<file path="src/rtl/booth_pkg.sv">
// Shared types and helpers for the sequential radix-4 Booth multiplier.
package booth_pkg;

  typedef enum logic [1:0] {
    S_IDLE = 2'd0,
    S_CALC = 2'd1,
    S_DONE = 2'd2
  } state_t;

  typedef enum logic [2:0] {
    D_ZERO = 3'd0,
    D_POS1 = 3'd1,
    D_POS2 = 3'd2,
    D_NEG1 = 3'd3,
    D_NEG2 = 3'd4
  } digit_sel_t;

  // One radix-4 digit per step over the WIDTH+2 extended multiplier.
  function automatic int unsigned booth_steps(input int unsigned w);
    return w / 2 + 1;
  endfunction

endpackage

</file>
<file path="src/rtl/booth_mul_seq_digit.sv">
// Radix-4 Booth recoder: maps a 3-bit digit window to the addend 0, +-M or +-2M.
module booth_r4_digit
  import booth_pkg::*;
#(
  parameter int unsigned WIDTH = 32
) (
  input  logic [2:0]       digit,
  input  logic [WIDTH+1:0] mcand,
  output logic [WIDTH+3:0] addend_c
);

  localparam int unsigned AW = WIDTH + 4;

  digit_sel_t      sel_c;
  logic [AW-1:0]   m1_c;
  logic [AW-1:0]   m2_c;

  assign m1_c = {{2{mcand[WIDTH+1]}}, mcand};
  assign m2_c = {m1_c[AW-2:0], 1'b0};

  // Digit decode.
  always_comb begin
    sel_c = D_ZERO;
    case (digit)
      3'b001, 3'b010: sel_c = D_POS1;
      3'b011:         sel_c = D_POS2;
      3'b100:         sel_c = D_NEG2;
      3'b101, 3'b110: sel_c = D_NEG1;
      default:        sel_c = D_ZERO;
    endcase
  end

  always_comb begin
    addend_c = '0;
    case (sel_c)
      D_POS1:  addend_c = m1_c;
      D_POS2:  addend_c = m2_c;
      D_NEG1:  addend_c = -m1_c;
      D_NEG2:  addend_c = -m2_c;
      default: addend_c = '0;
    endcase
  end

endmodule

</file>
<file path="src/rtl/booth_mul_seq.sv">
// Sequential radix-4 Booth multiplier, one digit per clock, signed/unsigned at runtime.
module booth_mul_seq
  import booth_pkg::*;
#(
  parameter int unsigned WIDTH = 32
) (
  input  logic                 clk,
  input  logic                 rst_n,
  input  logic                 start,
  input  logic                 signed_mode,
  input  logic [WIDTH-1:0]     multiplicand,
  input  logic [WIDTH-1:0]     multiplier,
  output logic                 busy,
  output logic                 done,
  output logic [2*WIDTH-1:0]   product
);

  localparam int unsigned EW    = WIDTH + 2;
  localparam int unsigned AW    = WIDTH + 4;
  localparam int unsigned NSTEP = booth_steps(WIDTH);
  localparam int unsigned CW    = $clog2(NSTEP + 1);

  if (((WIDTH % 2) != 0) || (WIDTH < 4)) begin : g_bad_width
    $error("booth_mul_seq: WIDTH must be even and >= 4");
  end

  state_t          state;
  state_t          state_nxt;
  logic [EW-1:0]   mcand_q;
  logic [EW-1:0]   mq_q;
  logic [AW-1:0]   acc_q;
  logic            qm1_q;
  logic [CW-1:0]   cnt_q;

  logic [EW-1:0]   mcand_ext_c;
  logic [EW-1:0]   mplier_ext_c;
  logic [AW-1:0]   addend_c;
  logic [AW-1:0]   sum_c;
  logic [AW-1:0]   acc_sh_c;
  logic [EW-1:0]   mq_sh_c;
  logic            last_c;

  // Extension to WIDTH+2 keeps unsigned full-range operands positive.
  assign mcand_ext_c  = signed_mode ? {{2{multiplicand[WIDTH-1]}}, multiplicand}
                                    : {2'b00, multiplicand};
  assign mplier_ext_c = signed_mode ? {{2{multiplier[WIDTH-1]}}, multiplier}
                                    : {2'b00, multiplier};

  booth_r4_digit #(.WIDTH(WIDTH)) u_digit (
    .digit    ({mq_q[1:0], qm1_q}),
    .mcand    (mcand_q),
    .addend_c (addend_c)
  );

  // Add then arithmetic shift of {acc, Q, q_minus1} by two.
  assign sum_c    = acc_q + addend_c;
  assign acc_sh_c = {{2{sum_c[AW-1]}}, sum_c[AW-1:2]};
  assign mq_sh_c  = {sum_c[1:0], mq_q[EW-1:2]};
  assign last_c   = (cnt_q == CW'(NSTEP - 1));

  always_ff @(posedge clk or negedge rst_n) begin
    if (!rst_n) state <= S_IDLE;
    else        state <= state_nxt;
  end

  always_comb begin
    state_nxt = state;
    case (state)
      S_IDLE:  if (start) state_nxt = S_CALC;
      S_CALC:  if (last_c) state_nxt = S_DONE;
      S_DONE:  state_nxt = S_IDLE;
      default: state_nxt = S_IDLE;
    endcase
  end

  // Datapath and registered outputs.
  always_ff @(posedge clk or negedge rst_n) begin
    if (!rst_n) begin
      mcand_q <= '0;
      mq_q    <= '0;
      acc_q   <= '0;
      qm1_q   <= 1'b0;
      cnt_q   <= '0;
      busy    <= 1'b0;
      done    <= 1'b0;
      product <= '0;
    end else begin
      busy <= (state_nxt == S_CALC);
      done <= (state_nxt == S_DONE);
      case (state)
        S_IDLE: begin
          if (start) begin
            mcand_q <= mcand_ext_c;
            mq_q    <= mplier_ext_c;
            acc_q   <= '0;
            qm1_q   <= 1'b0;
            cnt_q   <= '0;
          end
        end
        S_CALC: begin
          acc_q <= acc_sh_c;
          mq_q  <= mq_sh_c;
          qm1_q <= mq_q[1];
          cnt_q <= cnt_q + CW'(1);
          if (last_c) product <= {acc_sh_c[WIDTH-3:0], mq_sh_c};
        end
        default: ;
      endcase
    end
  end

endmodule

</file>
<file path="config.mk">
export PLATFORM = sky130hd
export DESIGN_NAME = booth_mul_seq
export DESIGN_NICKNAME = d
export VERILOG_FILES = /design/src/rtl/booth_pkg.sv /design/src/rtl/booth_mul_seq_digit.sv /design/src/rtl/booth_mul_seq.sv
export SDC_FILE = /design/constraint.sdc
export NUM_CORES = 1
export LEC_CHECK = 0
export CAP_MARGIN = 10
export CORE_ASPECT_RATIO = 0.9
export CORE_MARGIN = 1
export CORE_UTILIZATION = 51
export DETAILED_ROUTE_END_ITERATION = 10
export PLACE_DENSITY = 0.79
export SLEW_MARGIN = 20
export SYNTH_ARGS = -nofsm -noshare
export SYNTH_HDL_FRONTEND = slang
export SYNTH_HIERARCHICAL = 1
export SYNTH_SLANG_ARGS = --single-unit
</file>
<file path="constraint.sdc">
create_clock -name clk -period 4.4 [get_ports clk]
set_input_delay 1.32 -clock clk [delete_from_list [all_inputs] [get_ports clk]]
set_output_delay 1.32 -clock clk [all_outputs]
set_load 0.05 [all_outputs]
</file>
==> reports/summary.md <==
The run finished, with violations left. The checks that failed: setup timing. Registers take 4380 um2.

The number of hold buffers added after CTS was 0. Before CTS, the worst setup slack after placement is -0.2209 ns. In this run the cell area measured after placement is 13,500 um2. The number of H-tree branching levels was 4; the first-pass GRT wire length was 54.18 mm. In this run, synthesis inferred 0 flip-flops with an integrated enable.

The tools report the worst path arrival time as 4.81 ns. TritonCTS built the clock tree. The total number of vias is 10,970. The post-route netlist has 19.86% of its cells at a drive strength greater than 1.

The final critical path takes up 101.8% of the cycle. The tools report the endpoint type of the worst setup path as a register. Summed over all layers, the global routing overflow is 0.

Normalized max-slew margin: 45.56%. The routed length per instance was 18.61 um; the setup violation total in the final timing report was 7. In the final design database the tool counted 1,640 nets. In this run the critical register-to-register path is captured at acc_q[32]$_DFFE_PN0P_.

The clock-pin slew on the worst setup and hold paths is 0.08 ns. The vertical die dimension was 141.2 um. For this run, the number of Yosys warnings is 6.

The run gives -0.07743 ns as the final worst slack. The multi-input combinational cell area was 6581 um2. Share of synthesized flip-flops with an asynchronous set or reset: 100.0%. At the pin with the least slew margin, the transition time is 0.8155 ns.

The worst hold endpoint was product[3]$_DFFE_PN0P_. Synthesis handed over a netlist of 1,308 instances. For the number of top-level design ports, the log shows 134. The count of unique library cells instantiated by Yosys is 78, and the delay contributed by the slowest stage of the critical path is 0.53 ns. STA puts the critical path data required time at 4.74 ns.

The tools report the count of inserted antenna diode cells as 0. The detailed router put a total of 14.77 mm of wire on met1. The count of TritonRoute iterations in the first routing pass was 5. The tools report the total count of hold-check failures in the final report as 0. In the routed layout, each cell is associated on average with a via count of 5.989. The worst hold path begins at product[3]$_DFFE_PN0P_. The number of flip-flops and latches in the synthesized netlist is 175. For this block, the initial DRC count from the detailed router was 812. The die covers 22,110 um2.

The tools report the total routing usage reported by global routing as 31.18%. For the finished layout, the period the worst path requires is 4.477 ns. The upper clock frequency limit was 223.3 MHz.

During placement, the flow inserted port buffers numbering 133. On the critical path, the stage with the largest delay is an instance of or4_4. Compared with the post-synthesis result, the final layout area differs by 33.75%. CTS placed an instance of clkbuf_16 at the clock tree root.

The cell seen most often among critical-path stages is ha_4. The floorplan row count is 50, and the clock insertion delay at the later pin of the skew report is 0.45 ns. Setup repair after global routing could not meet its margin everywhere.

For the sink count of the clock tree, the log shows 175. When the netlist entered floorplanning its net count stood at 1,415. Across the run, the number of max-cap violations was 0.

The combined area of all synthesized cells was 10,970 um2; the met3 routed wirelength was 2.199 mm. Entering global routing, the biggest net connects 88 pins. Summed over all layers, the routed wires come to 34.09 mm. The tools report the nature of the critical path startpoint as a register. A synthesized cell averages 8.390 um2. Counting cells, the worst reg-to-reg path comes to 15. In this run the critical register-to-register path is launched from mcand_q[0]$_DFFE_PN0P_. For the filler cell count in the final layout, the log shows 1,664. The clock passes through at most 2 buffers. The placer's final routability congestion estimate is 0.9549. For this run, the leading register cell type out of synthesis is dfrtp_1.

Traced cell by cell, the critical path runs through inv_2 -> ha_4 -> or4b_4 -> or4_4 -> or3_4 -> nor3b_2 -> a221o_1 -> ha_4 -> nand2_4 -> o31a_1 -> a2111o_1 -> a31oi_4 -> o211a_1 -> o21ai_0 -> a32o_1. For the CTS buffer count, the log shows 17. The detailed placement HPWL is 23.63 mm. Routed signal wires occupy layers up through met4. The worst min-delay path category was reg -> reg.

The floorplan step defined a core boundary enclosing 20,960 um2. Sequential cells were found to cover 39.90% of the synthesized design area. The worst hold path was traced through 2 stages. The logs give 0 for the max-slew violation total from the final report and 0 for the number of nets with antenna violations after routing. The die width works out to 156.6 um. Detailed routing placed a total of 16.21 mm of wire on met2.

The start-to-end type of the worst setup path was reg -> reg. The via count of the first global-routing pass was 10,500; the post-route clock skew was 0.01603 ns. For the minimum setup slack among reg-to-reg paths, the log shows -0.08 ns. In this run the worst path has a maximum fanout of 7. For the effective utilization at floorplan, the log shows 52.36%.

The finished cells cover 14,680 um2. At the end of the flow the core is filled with cells to 70.04%. For this run, design rule violations remaining after detail routing come to 0. The tools report the number of antenna violations at the first check in global routing as 0.
cells in the mapped netlist (24+ instances only):
| cell | n | area share [%] |
|---|---|---|
| nand2_1 | 295 | 10 |
| xnor2_1 | 40 | 3.2 |
| o21ai_0 | 91 | 4.2 |
| clkbuf_1 | 82 | 2.8 |
| ha_1 | 38 | 4.3 |
| dfrtp_1 | 175 | 40 |
| nor2b_1 | 40 | 2.3 |
| nor2_1 | 59 | 2.0 |
| a22oi_1 | 42 | 2.9 |
| xor2_1 | 24 | 1.9 |
| a21oi_1 | 88 | 4.0 |
| a22o_1 | 29 | 2.3 |
logic make-up after synthesis:
group | Yosys count | share of synthesized area (%)
AND/OR/NAND/NOR | 540 | 23.29
AO/OA/AOI/OAI | 363 | 21.51
flip-flops | 175 | 39.90
buffers and inverters | 111 | 4.059
XOR/XNOR | 64 | 5.108
adder cells (fa/ha/maj) | 39 | 4.515
multiplexers | 16 | 1.608
per-layer routing:
layer / up-vias / GRT usage (%)
met3: 69 / 4.150
met5: - / 0
met2: 409 / 50.75
met4: 0 / 9.856
li1: 5132 / -
met1: 5362 / 43.09
area by class of cell:
| type | instances | area share [%] |
|---|---|---|
| well taps | 286 | 2.438 |
| flip-flops and latches | 175 | 29.84 |
| clock buffers | 17 | 2.898 |
| multi-input cells | 1022 | 44.84 |
| repair buffers | 303 | 18.21 |
| clock inverters | 15 | 1.415 |
| inverters | 14 | 0.3580 |
cells in the final DEF, fill, tap and decap left out, drive strengths merged, types with 13 or more instances in the layout:
cell type | synthesis | routed
a21o | 13 | 13
a21oi | 88 | 88
a22o | 29 | 29
a22oi | 42 | 42
a31oi | 14 | 14
buf | 15 | 171
clkbuf | 82 | 17
clkdlybuf4s50 | 0 | 132
dfrtp | 175 | 175
ha | 38 | 38
inv | 14 | 22
mux2 | 13 | 13
nand2 | 295 | 295
nand3 | 21 | 21
nand4 | 15 | 15
nor2 | 59 | 59
nor2b | 40 | 40
nor3 | 19 | 19
nor4 | 14 | 14
o21ai | 93 | 93
o31ai | 13 | 13
or3 | 15 | 15
or4 | 18 | 18
xnor2 | 40 | 40
xor2 | 24 | 24
metrics by stage:
stage          hold WS (ns)  instances  setup TNS (ns)
3_3_place_gp         0.4580       1780         -0.3915
3_5_place_dp         0.4633       1780          -1.359
4_1_cts              0.4812       1819         -0.1152
5_1_grt              0.4911       1832          -2.620
2_1_floorplan        0.4403       1308               0
6_report             0.4772       1832         -0.3393
registers in the layout (all words and copies together) (netlist names):
| signal | flops |
|---|---|
| mq_q | 34 |
| state | 2 |
| busy | 1 |
| done | 1 |
| cnt_q | 5 |
| qm1_q | 1 |
| product | 64 |
| mcand_q | 33 |
| acc_q | 34 |
timing repair:
action / CTS / global route
pin swaps: 17 / 24
buffers inserted: 8 / 14
setup endpoints to repair: 20 / 29
resized for setup: 34 / 61
worst max-delay path, delay by kind of cell, from the launching register on:
kind	cells	cell delay, ns
buffers and inverters	1	0.10
AOI/OAI and AO/OA	7	1.78
and+or+nand+nor	5	1.61
DFF	1	0.42
adders and majority gates	2	0.46
worst max path at each step:
stage / start / to / slack (ns) / cells after the start
2_1_floorplan: mcand_q[0]$_DFFE_PN0P_ / acc_q[32]$_DFFE_PN0P_ / 0.004 / 16
3_5_place_dp: mcand_q[0]$_DFFE_PN0P_ / acc_q[32]$_DFFE_PN0P_ / -0.22 / 15
4_1_cts: mcand_q[0]$_DFFE_PN0P_ / acc_q[32]$_DFFE_PN0P_ / -0.03 / 15
6_report: mcand_q[0]$_DFFE_PN0P_ / acc_q[32]$_DFFE_PN0P_ / -0.08 / 15
5_1_grt: mcand_q[0]$_DFFE_PN0P_ / acc_q[32]$_DFFE_PN0P_ / -0.24 / 17
3_3_place_gp: mcand_q[0]$_DFFE_PN0P_ / acc_q[32]$_DFFE_PN0P_ / -0.14 / 15
Power is not shown: default switching activity piles up to over one toggle a cycle in this logic, so the estimate is an artifact.
